[src/rtl/spi_pkg.sv]
// spi_pkg: frame geometry, master FSM states and frame builder shared by the SPI master
package spi_pkg;
  localparam int FRAME_W = 32;
  localparam int HDR_W = 16;
  localparam int RW_BIT = 31;
  localparam int ADDR_LSB = 16;
  typedef enum logic [2:0] {IDLE, LEAD, SHIFT, TRAIL, GAP} spi_mst_state_t;
  // Header is rw, zero pad, address; data phase follows
  function automatic logic [FRAME_W-1:0] build_frame(
    input logic rw,
    input logic [HDR_W-2:0] addr,
    input logic [FRAME_W-HDR_W-1:0] data
  );
    return {rw, addr, data};
  endfunction
endpackage

[src/rtl/spi_clk_gen.sv]
// spi_clk_gen: half-period counter producing sclk and rise/fall ticks while enabled
module spi_clk_gen #(
  parameter int CLK_DIV = 4
) (
  input  logic clk,
  input  logic reset,
  input  logic en,
  input  logic clr,
  input  logic shift,
  output logic sclk,
  output logic rise,
  output logic fall,
  output logic half_done,
  output logic low_half
);
  localparam int CW = CLK_DIV > 1 ? $clog2(CLK_DIV) : 1;
  logic [CW-1:0] cnt;
  logic ph;
  assign half_done = en && cnt == CW'(CLK_DIV - 1);
  assign low_half = ph;
  assign sclk = shift && !ph;
  assign rise = shift && !ph && cnt == '0;
  assign fall = shift && ph && cnt == '0;
  // Count clk cycles within a half period; phase flips high->low->high each half
  always_ff @(posedge clk) begin
    if (reset || clr || !en) begin
      cnt <= '0;
      ph <= 1'b0;
    end else if (half_done) begin
      cnt <= '0;
      ph <= ~ph;
    end else begin
      cnt <= cnt + CW'(1);
    end
  end
endmodule

[src/rtl/spi_master.sv]
// spi_master: mode-0 SPI master serialising one 32-bit register transaction per request
module spi_master
  import spi_pkg::*;
#(
  parameter int CLK_DIV = 4,
  parameter int ADDR_W = 10,
  parameter int DATA_W = 16,
  parameter int CS_IDLE = 4
) (
  input  logic clk,
  input  logic reset,
  input  logic req_valid,
  output logic req_ready,
  input  logic req_write,
  input  logic [ADDR_W-1:0] req_addr,
  input  logic [DATA_W-1:0] req_wdata,
  output logic rsp_valid,
  output logic [DATA_W-1:0] rsp_rdata,
  output logic busy,
  output logic sclk,
  output logic mosi,
  input  logic miso,
  output logic cs
);
  localparam int GW = CS_IDLE > 1 ? $clog2(CS_IDLE) : 1;
  if (CLK_DIV < 2) begin : g_bad_div
    $error("spi_master: CLK_DIV must be >= 2");
  end
  if (CS_IDLE < 1) begin : g_bad_gap
    $error("spi_master: CS_IDLE must be >= 1");
  end
  if (ADDR_W > HDR_W - 1) begin : g_bad_addr
    $error("spi_master: ADDR_W does not fit the header");
  end
  spi_mst_state_t state, state_n;
  logic [FRAME_W-1:0] frame_q;
  logic [DATA_W-1:0] rx_q;
  logic rw_q;
  logic [4:0] bit_q;
  logic [GW-1:0] gap_q;
  logic accept, run, clr, rise, fall, half_done, low_half;
  assign run = state == LEAD || state == SHIFT || state == TRAIL;
  assign clr = state_n != state;
  spi_clk_gen #(.CLK_DIV(CLK_DIV)) u_clk_gen (
    .clk(clk),
    .reset(reset),
    .en(run),
    .clr(clr),
    .shift(state == SHIFT),
    .sclk(sclk),
    .rise(rise),
    .fall(fall),
    .half_done(half_done),
    .low_half(low_half)
  );
  // State register
  always_ff @(posedge clk) begin
    if (reset) state <= IDLE;
    else state <= state_n;
  end
  // Next state and frame-level outputs
  always_comb begin
    state_n = state;
    req_ready = state == IDLE && !reset;
    accept = req_valid && req_ready;
    busy = state != IDLE;
    cs = !run;
    mosi = run ? frame_q[RW_BIT] : 1'b0;
    case (state)
      IDLE:  if (accept) state_n = LEAD;
      LEAD:  if (half_done) state_n = SHIFT;
      SHIFT: if (half_done && !low_half && bit_q == 5'd31) state_n = TRAIL;
      TRAIL: if (half_done) state_n = GAP;
      GAP:   if (gap_q == GW'(CS_IDLE - 1)) state_n = IDLE;
      default: state_n = IDLE;
    endcase
  end
  // Frame capture, MOSI/MISO shifting, bit and gap counting, response
  always_ff @(posedge clk) begin
    if (reset) begin
      frame_q <= '0;
      rx_q <= '0;
      rw_q <= 1'b0;
      bit_q <= '0;
      gap_q <= '0;
      rsp_valid <= 1'b0;
      rsp_rdata <= '0;
    end else begin
      rsp_valid <= state == TRAIL && half_done;
      if (accept) begin
        frame_q <= build_frame(req_write, (HDR_W-1)'(req_addr),
                               req_write ? (FRAME_W-HDR_W)'(req_wdata) : '0);
        rw_q <= req_write;
        bit_q <= '0;
      end else if (fall) begin
        frame_q <= {frame_q[FRAME_W-2:0], 1'b0};
      end
      if (rise) rx_q <= {rx_q[DATA_W-2:0], miso};
      if (state == SHIFT && half_done && low_half) bit_q <= bit_q + 5'd1;
      gap_q <= state == GAP ? gap_q + GW'(1) : '0;
      if (state == TRAIL && half_done) rsp_rdata <= rw_q ? '0 : rx_q;
    end
  end
endmodule

[config.mk]
export PLATFORM = sky130hd
export DESIGN_NAME = spi_master
export DESIGN_NICKNAME = d
export VERILOG_FILES = /design/src/rtl/spi_pkg.sv /design/src/rtl/spi_clk_gen.sv /design/src/rtl/spi_master.sv
export SDC_FILE = /design/constraint.sdc
export NUM_CORES = 1
export LEC_CHECK = 0
export BUFFER_PORTS_ARGS = -buffer_cell sky130_fd_sc_hd__buf_2
export CORE_UTILIZATION = 51
export CTS_BUF_LIST = sky130_fd_sc_hd__clkbuf_4
export DETAILED_ROUTE_END_ITERATION = 16
export PLACE_DENSITY = 0.72
export SLEW_MARGIN = 10
export SYNTH_ARGS = -nofsm -noshare
export SYNTH_HDL_FRONTEND = slang
export SYNTH_SLANG_ARGS = --single-unit
[constraint.sdc]
create_clock -name clk -period 2 [get_ports clk]
set_clock_uncertainty 0.05 [all_clocks]
set_input_delay 0.3 -clock clk [delete_from_list [all_inputs] [get_ports clk]]
set_output_delay 0.3 -clock clk [all_outputs]
set_load 0.01 [all_outputs]
# == After elaboration in Yosys (flattened, before gate mapping) ==
# Index checks and enable logic that the tools add are counted.
# word_totals
output_inout_bits,22
word_cells,64
reg_bits,79
# classes
bitwise_logic,2
n_eq_ne,8
n_reduce_logical,27
n_mux,13
n_addsub,3
# ops
op,count
2-to-1 mux 32 bit,2
2-to-1 mux 16 bit,2
2-to-1 mux 3 bit,5
one-hot mux 3 bit (5 select lines),1
logical AND 1 bit,12
2-to-1 mux 5 bit,2
== test 3 x 2 -> 1 bit (second input constant),2
OR reduction 2 bit,3
adder 5 x 1 -> 5 bit (second input constant),1
== test 5 bit (second input constant),1
adder 2 x 1 -> 2 bit (second input constant),2
== test 2 bit (second input constant),2
logical OR 1 bit,4
nonzero test 2 bit,2
== test 3 x 1 -> 1 bit (second input constant),1
== test 3 bit (second input constant),1
logical NOT 1 bit,3
logical NOT 3 bit,1
inequality test 3 bit,1
nonzero test 3 bit,1
logical NOT 2 bit,1
inverter 1 bit,2
2-to-1 mux 1 bit,1

# == Depth between registers and ports, before layout ==
# depth
depth_word,12
mapped_depth,7
depth_no_buf,5

# == By module ==
# Synthesis repeated with hierarchy kept, for this count alone.
# unflattened
cells_unflattened,335
hier_area_um2,3370.7
# modules_own_cells
module,area_per_inst_um2,instances,cells_each
spi_master,3209.3,1,318
spi_clk_gen,161.4,1,17

# == Least setup slack after synthesis ==
# No wires, ideal clock.
# synth_timing
path_kind,flip-flop to flip-flop
start,register u_clk_gen.cnt[0]
end,register frame_q[25]
required_time_ns,1.820
t_arrival_ns,1.549
setup_time_ns,0.130
n_path_buf,2
path_slack_ns,0.270
period_less_slack_ns,1.730
path_stages_with_launch,8
cell_sequence,dfxtp_1 > inv_1 > ha_1 > or3b_2 > clkbuf_1 > o22ai_1 > buf_2 > o22ai_1
# synth_between
elab_chain_cells,3
# synth_lines
item,line,source
start: declaration,spi_clk_gen.sv:17,logic [CW-1:0] cnt;
start signal: assignment,spi_clk_gen.sv:33,cnt <= cnt + CW'(1);
logical NOT 2 bit,spi_clk_gen.sv:23,assign fall = shift && ph && cnt == '0;
logical AND 1 bit,spi_clk_gen.sv:23,
nonzero test 2 bit (no line),n/a,
end signal: assignment,spi_master.sv:91,"frame_q <= build_frame(req_write, (HDR_W-1)'(req_addr),"
end signal: assignment,spi_master.sv:96,"frame_q <= {frame_q[FRAME_W-2:0], 1'b0};"
end: declaration,spi_master.sv:36,logic [FRAME_W-1:0] frame_q;
# Every way passes these cells.
# A chain may end at the register's enable or synchronous reset.

# == Worst setup path in the final report ==
# layout_timing
start,register state[2]
end,output req_ready
# layout_between
elab_chain_cells,2
# layout_lines
item,line,source
start: declaration,spi_master.sv:35,"spi_mst_state_t state, state_n;"
start signal: assignment,spi_master.sv:59,else state <= state_n;
logical NOT 3 bit,spi_master.sv:64,req_ready = state == IDLE && !reset;
logical AND 1 bit,spi_master.sv:64,
end: declaration,spi_master.sv:13,"output logic req_ready,"
# Every way passes these cells.

==> results.md <==
- Port Buffers: 52
- Largest net degree at the start of global routing: 69
- Unrepaired setup endpoints after global routing: no
- Sink Count: 79
- Seq/Total Area, Yosys: between 40% and 50%
- Yosys cell types: 45
- Endpoint class of the critical path: primary output
- Worst-path clk slew: approximately 0.15 ns
- Yosys warns: 0
- Ports: 53
- Net Count, Synth: between 400 and 500
- Antenna violations before repair: 0
- Share of layout cells above drive strength 1: about a quarter
- Status: finished clean
- Mapped cell area: roughly 3500 um^2
- Total track usage: 24.4%
- Post-synth ARST share: 0%
- Finished Core Util: approximately three fifths
- Final ANT Viol Nets: 0
- Final instance area: a little over 4000 um^2
- Worst hold slack: between 0.05 and 0.06 ns
- Gpl congestion: around 0.79
- FF+latch area: 1590 um^2
- DRT iter0 DRCs: roughly 250
- Flops & latches, synth: slightly below 80
- Remaining DRCs: 0
- Fillers: just under 600
- Worst hold-check path type: in2reg
- Post-synth EDFFs: 0
- Final Cycle Share: roughly 97%
- Tmin final: between 1.5 and 2 ns
- Vias in the first global route: slightly below 3000
- Starting Density: roughly 54%
- Post-Syn Instances: 380
- Critical Path Fanout Max: 14
- # rows: 29
- Gr ovfl total: 0
- Lkg Pwr: 1.52 nW
- Die area: 7180 um^2
- Worst-Skew Late Latency: between 0.4 and 0.5 ns
- Die Ht: 84.7 um
- Worst Path Arrival: between 1.5 and 2 ns
- Top_reg_cell synth: dfxtp_1
- Root Driver: clkbuf_4
- First drt pass iteration count: 12
- Diode count: 0
- Critical Path RT: 1.65 ns
- VDD IR max: 0.000473 V
- Crit path launch type: flip-flop
- H-tree depth: 3
- Routed len/inst: ~16 um
- Drt via density: between 6 and 7
- Achievable clock frequency: just over 0.5 GHz
- Slew Limit Fails: 0
- Hold Vio Cnt, Final: 0
- Vias: roughly 3200
- Syn avg cell area: approximately 9.2 um^2
- First-pass GRT wire length: 14.1 mm
- Detail Placement HPWL: slightly below 5 mm
- Max_cap viols: 0
- Placed cell areas: approximately 3800 um^2
- Worst slew pin tran: between 0.7 and 0.8 ns
- Final TNS setup: 0 ns
- Total CTS buffers: 9
- Area of the core: ~6500 um^2
- DRT Wirelength: slightly above 8 mm
- Endpoints failing setup: 0
- Kind of critical path: reg2out
- Slew HR: 52.5%
- Final nets: 459
- Area grow syn2layout: 15.2%
- PwrDens: 757 nW/um^2
- Die W: between 80 and 90 um
- Area of the multi-input gates: approximately 1700 um^2
- CTS tree: built
- CTS max path bufs: 2
[flip-flops by register name, indices dropped and copies added (netlist names)]
register,cells
bit_q,5
frame_q,32
gap_q,2
rsp_rdata,16
rsp_valid,1
rw_q,1
rx_q,16
state,3
u_clk_gen.cnt,2
u_clk_gen.low_half,1
[worst max-delay path, stage by stage (launching register included)]
cell and delay (ns):
dfxtp_2 0.38, or4_4 0.54, clkinv_8 0.11, buf_2 0.13
[routing by layer]
metal  vias to the layer above  wire, um  part of all wire [%]  track usage [%]
met3                         6       320                   3.9             6.39
met1                      1563      3960                    48             33.4
met2                        73      3920                    47             37.9
met5                         -         0                     0                0
met4                         0        82                  0.99             6.93
li1                       1545         -                     -                -
[what timing repair did]
item	in CTS	in global routing
pin swaps	1	0
setup buffers	1	0
cloned	1	0
gates resized for setup	2	9
setup endpoints to repair	1	21
hold buffers	0	0
[cells in the final DEF (no fill, tap or decap), types with 5 or more instances in the layout]
master	n
nor3_1	5
a32oi_1	25
ha_1	5
clkbuf_4	9
nand2b_1	12
buf_4	18
nand3_1	25
a221oi_1	8
dfxtp_1	75
a22o_1	16
a21oi_1	25
nand2_1	21
buf_2	52
nand4b_1	5
inv_1	5
o22ai_1	11
o221ai_1	6
o21ai_0	35
a221oi_2	7
and3_1	12
[report_power, final]
group	total (W)	switching [W]	internal, W
clock	0.00102	0.000616	0.000408
sequential	0.00164	0.0000201	0.00162
combinational	0.000384	0.000247	0.000138
[worst paths after layout]
kind | start | end | slack, ns | cells past startpoint
max | state[2] | req_ready | 0.06 | 3
min reg2reg | gap_q[0] | gap_q[0] | 0.39 | 1
min | req_wdata[6] | frame_q[6] | 0.06 | 3
max reg2reg | u_clk_gen.cnt[0] | rx_q[5] | 0.16 | 6
[metrics by stage]
stage | cells | total power [W] | worst slack, ns
6_report | 505 | 0.00304 | 0.0641
5_1_grt | 505 | 0.00319 | 0.00274
4_1_cts | 505 | 0.00307 | 0.0157
3_5_place_dp | 487 | 0.00203 | 0.0648
3_3_place_gp | 487 | 0.00203 | 0.120
2_1_floorplan | 380 | 0.00192 | 0.270
[cell type report]
cell class / instances / area share (%)
clock buffer: 9 / 1.68
clock inverter: 7 / 2.15
inverter: 7 / 0.965
multi-input combinational: 252 / 42.1
sequential: 79 / 39.5
tap: 77 / 2.40
timing repair buffer: 73 / 11.1
timing repair inverter: 1 / 0.124
[Yosys cell counts, types with 5 or more instances]
master | number | area share, %
nand2b_1 | 12 | 2.2
o21ai_0 | 37 | 5.3
a221oi_2 | 7 | 3.0
and3_1 | 12 | 2.2
clkbuf_1 | 25 | 2.7
buf_2 | 12 | 1.7
a32oi_1 | 25 | 6.3
dfxtp_1 | 79 | 45
o221ai_1 | 6 | 1.5
o22ai_1 | 11 | 2.0
nand3_1 | 25 | 3.6
inv_1 | 5 | 0.54
nand4b_1 | 5 | 1.3
a221oi_1 | 8 | 2.0
ha_1 | 5 | 1.8
nor3_1 | 5 | 0.72
nand2_1 | 21 | 2.3
a21oi_1 | 25 | 3.6
a22o_1 | 16 | 4.0
[cells by family after synthesis]
group | Yosys count | share of synthesized area [%]
AO/OA/AOI/OAI | 143 | 29.3
AND/OR/NAND/NOR | 103 | 16.8
flip-flops | 79 | 45.3
buffers and inverters | 49 | 6.59
adder cells (fa/ha/maj) | 5 | 1.79
XOR/XNOR | 1 | 0.251
Note: power is estimated with default switching activity, not from simulation.
